$ cat config.mk
export PLATFORM = sky130hd
export DESIGN_NAME = imm_extend_pipe_flat
export DESIGN_NICKNAME = d
export VERILOG_FILES = /design/src/rtl/imm_extend_if.sv /design/src/rtl/imm_extend_pipe.sv /design/src/flat_wrapper.sv
export SDC_FILE = /design/constraint.sdc
export NUM_CORES = 1
export LEC_CHECK = 0
export BUFFER_PORTS_ARGS = -buffer_cell sky130_fd_sc_hd__buf_4
export CORE_MARGIN = 3
export CORE_UTILIZATION = 45
export DETAILED_ROUTE_END_ITERATION = 16
export GPL_TIMING_DRIVEN = 0
export PLACE_DENSITY_LB_ADDON = 0.1
export SYNTH_ARGS = -nofsm -noshare
export SYNTH_HDL_FRONTEND = slang
export SYNTH_SLANG_ARGS = --single-unit
$ cat constraint.sdc
create_clock -name clk -period 1.67 [get_ports clk]
set_input_delay 0.2505 -clock clk [delete_from_list [all_inputs] [get_ports clk]]
set_output_delay 0.2505 -clock clk [all_outputs]
set_load 0.01 [all_outputs]
$ cat src/rtl/imm_extend_if.sv
// Decode-side stream into the immediate generator and its extended-immediate stream out.
// "slave" is the generator's view; "master" is the view of whoever drives it.
interface imm_extend_if #(
    parameter int XLEN  = 64,
    parameter int TAG_W = 5
);
    logic             in_valid;
    logic             in_ready;
    logic [31:0]      in_instr;
    logic [2:0]       in_fmt;
    logic             in_sext;
    logic [TAG_W-1:0] in_tag;
    logic             out_valid;
    logic             out_ready;
    logic [XLEN-1:0]  out_imm;
    logic [TAG_W-1:0] out_tag;
    logic             out_err;

    modport slave (
        input  in_valid, in_instr, in_fmt, in_sext, in_tag, out_ready,
        output in_ready, out_valid, out_imm, out_tag, out_err
    );

    modport master (
        output in_valid, in_instr, in_fmt, in_sext, in_tag, out_ready,
        input  in_ready, out_valid, out_imm, out_tag, out_err
    );
endinterface

$ cat src/rtl/imm_extend_pipe.sv
// Registered multi-format immediate generator with a two-entry (OUT + SKID) output stage.
// in_ready is a flop equal to "SKID empty", so out_ready never reaches it combinationally.
module imm_extend_pipe #(
    parameter int XLEN  = 64,
    parameter int TAG_W = 5
) (
    input logic         clk,
    input logic         rst,
    imm_extend_if.slave bus
);
    localparam logic [2:0] FMT_I = 3'd0;
    localparam logic [2:0] FMT_S = 3'd1;
    localparam logic [2:0] FMT_B = 3'd2;
    localparam logic [2:0] FMT_U = 3'd3;
    localparam logic [2:0] FMT_J = 3'd4;
    localparam logic [2:0] FMT_Z = 3'd5;

    typedef struct packed {
        logic [XLEN-1:0]  imm;
        logic [TAG_W-1:0] tag;
        logic             err;
    } entry_t;

    typedef enum logic [1:0] {
        ST_E = 2'd0,
        ST_O = 2'd1,
        ST_F = 2'd2
    } state_e;

    state_e      state;
    entry_t      in_ent;
    entry_t      out_q;
    entry_t      skid_q;
    logic        out_vld_q;
    logic        rdy_q;
    logic        accept;
    logic        drain;
    logic        fill;
    logic [31:0] i;
    logic        unused_opcode;

    assign i             = bus.in_instr;
    assign unused_opcode = ^i[6:0];

    // Every signed format carries its sign in bit 31; Z never sign-extends.
    assign fill = bus.in_sext & i[31];

    always_comb begin
        in_ent     = '0;
        in_ent.tag = bus.in_tag;
        in_ent.imm = {XLEN{fill}};
        case (bus.in_fmt)
            FMT_I: in_ent.imm[11:0] = i[31:20];
            FMT_S: in_ent.imm[11:0] = {i[31:25], i[11:7]};
            FMT_B: in_ent.imm[12:0] = {i[31], i[7], i[30:25], i[11:8], 1'b0};
            FMT_U: in_ent.imm[31:0] = {i[31:12], 12'b0};
            FMT_J: in_ent.imm[20:0] = {i[31], i[19:12], i[20], i[30:21], 1'b0};
            FMT_Z: begin
                in_ent.imm      = '0;
                in_ent.imm[4:0] = i[19:15];
            end
            default: begin
                in_ent.imm = '0;
                in_ent.err = 1'b1;
            end
        endcase
    end

    assign accept = bus.in_valid & rdy_q;
    assign drain  = out_vld_q & bus.out_ready;

    always_ff @(posedge clk) begin
        if (rst) begin
            state     <= ST_E;
            out_vld_q <= 1'b0;
            rdy_q     <= 1'b0;
            out_q     <= '0;
            skid_q    <= '0;
        end else begin
            case (state)
                ST_E: begin
                    rdy_q <= 1'b1;
                    if (accept) begin
                        out_q     <= in_ent;
                        out_vld_q <= 1'b1;
                        state     <= ST_O;
                    end
                end
                ST_O: begin
                    if (accept && !drain) begin
                        skid_q <= in_ent;
                        rdy_q  <= 1'b0;
                        state  <= ST_F;
                    end else if (accept) begin
                        // Drain and refill on the same edge: no bubble.
                        out_q <= in_ent;
                    end else if (drain) begin
                        out_vld_q <= 1'b0;
                        state     <= ST_E;
                    end
                end
                ST_F: begin
                    if (drain) begin
                        out_q <= skid_q;
                        rdy_q <= 1'b1;
                        state <= ST_O;
                    end
                end
                default: begin
                    state     <= ST_E;
                    out_vld_q <= 1'b0;
                    rdy_q     <= 1'b1;
                end
            endcase
        end
    end

    assign bus.in_ready  = rdy_q;
    assign bus.out_valid = out_vld_q;
    assign bus.out_imm   = out_q.imm;
    assign bus.out_tag   = out_q.tag;
    assign bus.out_err   = out_q.err;
endmodule

$ cat src/flat_wrapper.sv
// flat-port wrapper written by rule: the top's interface ports become plain ports
module imm_extend_pipe_flat 
#(
    parameter int XLEN  = 64,
    parameter int TAG_W = 5
)
  (clk, rst, bus_in_valid, bus_in_instr, bus_in_fmt, bus_in_sext, bus_in_tag, bus_out_ready, bus_in_ready, bus_out_valid, bus_out_imm, bus_out_tag, bus_out_err);
  imm_extend_if #(.XLEN(XLEN), .TAG_W(TAG_W)) bus_i ();
  input logic clk;
  input logic rst;
  input wire logic [$bits(bus_i.in_valid)-1:0] bus_in_valid;
  input wire logic [$bits(bus_i.in_instr)-1:0] bus_in_instr;
  input wire logic [$bits(bus_i.in_fmt)-1:0] bus_in_fmt;
  input wire logic [$bits(bus_i.in_sext)-1:0] bus_in_sext;
  input wire logic [$bits(bus_i.in_tag)-1:0] bus_in_tag;
  input wire logic [$bits(bus_i.out_ready)-1:0] bus_out_ready;
  output wire logic [$bits(bus_i.in_ready)-1:0] bus_in_ready;
  output wire logic [$bits(bus_i.out_valid)-1:0] bus_out_valid;
  output wire logic [$bits(bus_i.out_imm)-1:0] bus_out_imm;
  output wire logic [$bits(bus_i.out_tag)-1:0] bus_out_tag;
  output wire logic [$bits(bus_i.out_err)-1:0] bus_out_err;
  assign bus_i.in_valid = bus_in_valid;
  assign bus_i.in_instr = bus_in_instr;
  assign bus_i.in_fmt = bus_in_fmt;
  assign bus_i.in_sext = bus_in_sext;
  assign bus_i.in_tag = bus_in_tag;
  assign bus_i.out_ready = bus_out_ready;
  assign bus_in_ready = bus_i.in_ready;
  assign bus_out_valid = bus_i.out_valid;
  assign bus_out_imm = bus_i.out_imm;
  assign bus_out_tag = bus_i.out_tag;
  assign bus_out_err = bus_i.out_err;
  imm_extend_pipe #(.XLEN(XLEN), .TAG_W(TAG_W)) u_core (.clk(clk), .rst(rst), .bus(bus_i));
endmodule
==> flow_summary_export.csv <==
group,metric,value,unit
min_path,hold_path.class,"in -> reg",
clock_network,clk_latency,350,ps
placed_design,hpwlAfterDp,8430,um
routing,wl_per_cell,15.89,um
global_route,grt_pass1_wl,18050,um
final_layout,num_antenna_cells,0,
final_layout,final_core_util,60.45,%
die,core-area,8763,um^2
routing,routed_wirelength,11300,um
placed_design,gp_congestion,0.8825,
synthesis,syn_avg_cell_area,8.544,um^2
placed_design,buffer_ports.inserted,105,
timing,setup-violations-final,0,
routing,vias,3855,
clock_network,root_buffer,"clkbuf_8",
clock_network,number_of_clock_buffers_inserted_by_tritoncts,9,
global_route,grt_util_all_layers,21.75,%
global_route,grt_antenna_before_repair,0,
synthesis,synthDominantAreaCellType,"dfxtp_1",
synthesis,postSynth.topFlopCell,"dfxtp_1",
routing,first_pass_iters,4,
clock_network,max-clock-path-buffers,2,
final_layout,areaGrowthSynthToFinish,29.44,%
timing,timing.final.hold_violations,0,
final_layout,design.final.nets,644,
timing,final.setup.tns,0,ps
die,std_cell_rows,34,
synthesis,library_cell_with_the_highest_instance_count_after_synthesis,"dfxtp_1",
synthesis,synth_seq_cells,82,
timing,final_period_minus_worst_setup_slack,1602,ps
timing,period_share,95.95,%
die,floorplan.die.height,101.4,um
global_route,grt_pass1_vias,3606,
timing,timing.fmax,0.6241,GHz
job,cap_viol_max_count,0,
global_route,grt_max_degree,34,
routing,drc,0,
routing,ant_nets,0,
synthesis,post_synth_instance_area,4093,um^2
pwr,leakage,2.231,nW
worst_setup_path,cp_capture_type,"flip-flop",
pwr,cellPowerDensity,858.0,nW/um^2
clock_network,tritoncts,"done",
worst_setup_path,critical_path_required,1950,ps
pwr,total_power_consumption_of_the_routed_design,4.546,mW
timing,relSlewSlack,53.49,%
timing,timing.final.max_slew_violations,0,
outcome,status,"finished, final reports clean",
synthesis,yosys-top-cells-area,"dfxtp_1, nor2_1, buf_4",
clock_network,cts_hold_repair.buffers,0,
synthesis,synthTopCellsByCount,"dfxtp_1, nor2_1, nand2_1",
clock_network,cts.sinks,82,
synthesis,number_of_distinct_standard_cells_referenced_by_the_synthesized_netlist,48,
synthesis,synthesis.nets,524,
pwr,irDropWorstVdd,438.4,uV
die,die-width,101.4,um
synthesis,syn_inst,479,
die,initial_core_util,46.70,%
worst_setup_path,critical_path.max_fanout,10,
timing,rsz0062_at_grt,"yes",
clock_network,clkTransAtPathRegs,80,ps
final_layout,drive_above_1_share,35.82,%
worst_setup_path,cp-start-kind,"flip-flop",
die,die-area,10270,um^2
clock_network,h-tree-depth,3,
synthesis,synth_top_area_share,40.11,%
synthesis,synth-seq-area-share,40.11,%
synthesis,synth.yosys.warnings,0,
worst_setup_path,cp.arrival,1880,ps
synthesis,synth_enable_flop_cells,0,
worst_setup_path,worst-setup-path-type,"reg -> reg",
timing,worst_pin_slew,697.7,ps
timing,timing.clock.skew,8.327,ps
routing,drtIter0Drc,228,
synthesis,async_reset_ff_share,0,%
routing,post_drt_via_cell_ratio,5.422,
die,ioPinCount,117,
global_route,globalRoute.totalOverflow,0,
timing,hold_slack,153.8,ps
## cell families (layout without fill, tap and decap cells)
logic type | Yosys count | after routing | share of synthesized area, %
simple gates | 190 | 190 | 22.50
mux | 6 | 6 | 1.590
fa+ha+maj | 1 | 1 | 0.2751
flops | 82 | 82 | 40.11
compound gates | 129 | 129 | 23.88
buf+inv | 71 | 195 | 11.65
## metal layers
metal	track usage, %	vias to the layer above	share of wire [%]
met5	0	-	0
met4	5.726	0	1.2
met3	3.581	16	6.9
met2	35.97	140	46
met1	29.55	1795	45
li1	-	1904	-
## through the flow
step	area, um^2	instances	setup slack (ps)
global placement	5016	692	-162.3
floorplan	4093	479	157.2
global route	5298	711	-38.98
detailed placement	5016	692	-207.3
CTS	5221	709	-41.29
finish	5298	711	67.59
## power by group
| part | internal, mW | leakage [nW] | switching [mW] |
|---|---|---|---|
| sequential | 2.05 | 0.668 | 0.0732 |
| combinational | 0.514 | 1.47 | 0.513 |
| clock | 0.681 | 0.0921 | 0.717 |
## repair_timing
item                       4_1_cts  5_1_grt
setup buffers                    2        2
gates resized for setup          4       15
setup endpoints to repair       76       97
pin swaps                        1        1
## sequential cells by signal (all words and copies together) (netlist names)
signal                cells
u_core.skid_q            39
u_core.bus.in_ready       1
u_core.state              2
u_core.bus.out_imm       33
u_core.bus.out_err        1
u_core.bus.out_valid      1
u_core.bus.out_tag        5
## cell usage in the layout (no fill, tap or decap), types with 2 or more instances in the layout
master / Yosys / final
a211oi_1: 18 / 17
a211oi_2: 1 / 2
a21oi_1: 47 / 47
a221o_1: 4 / 4
a221oi_1: 6 / 6
a22o_1: 17 / 17
a311oi_1: 3 / 3
a311oi_2: 7 / 7
and3b_1: 2 / 2
buf_2: 15 / 10
buf_4: 37 / 147
buf_6: 7 / 6
clkbuf_1: 10 / 10
clkbuf_4: 0 / 4
clkbuf_8: 0 / 9
clkinv_2: 0 / 2
dfxtp_1: 82 / 77
dfxtp_2: 0 / 4
inv_1: 2 / 2
mux2_2: 4 / 4
mux2i_1: 2 / 2
nand2_1: 53 / 52
nand2b_1: 11 / 11
nand3_1: 8 / 8
nand3b_1: 2 / 2
nor2_1: 75 / 75
nor2_4: 3 / 4
nor2b_1: 2 / 2
nor3_1: 16 / 16
nor4b_1: 6 / 6
nor4bb_1: 6 / 6
o211ai_1: 5 / 5
o21a_1: 2 / 2
o21ai_0: 7 / 7
## worst max-delay path, cell delays in order, from the launching register on
cell       delay, ps
dfxtp_4          380
nand2b_4         150
clkbuf_4         190
o2bb2ai_4        200
buf_8            170
buf_6            170
o211ai_1         120
a21oi_1          130
## final cells by class
type                    instances  area (um^2)
plain buffers                  69        486.7
clock buffers                  10        127.6
clock inverters                 5        56.30
fillers                       800         3466
inverters                       2        7.507
multi-input cells             326         2016
flip-flops and latches         82         1650
well taps                     108        135.1
repair buffers                109        818.3
## final timing paths
check,start,to,slack [ps],depth (start not counted)
worst min-delay path,bus_in_tag[1],u_core.skid_q[2],150,3
worst max-delay path,u_core.state[0],u_core.bus.out_imm[4],70,7
worst min register to register,u_core.skid_q[2],u_core.skid_q[2],460,2
worst max register to register,u_core.state[0],u_core.bus.out_imm[4],70,7
(Power assumes the default switching activity.)
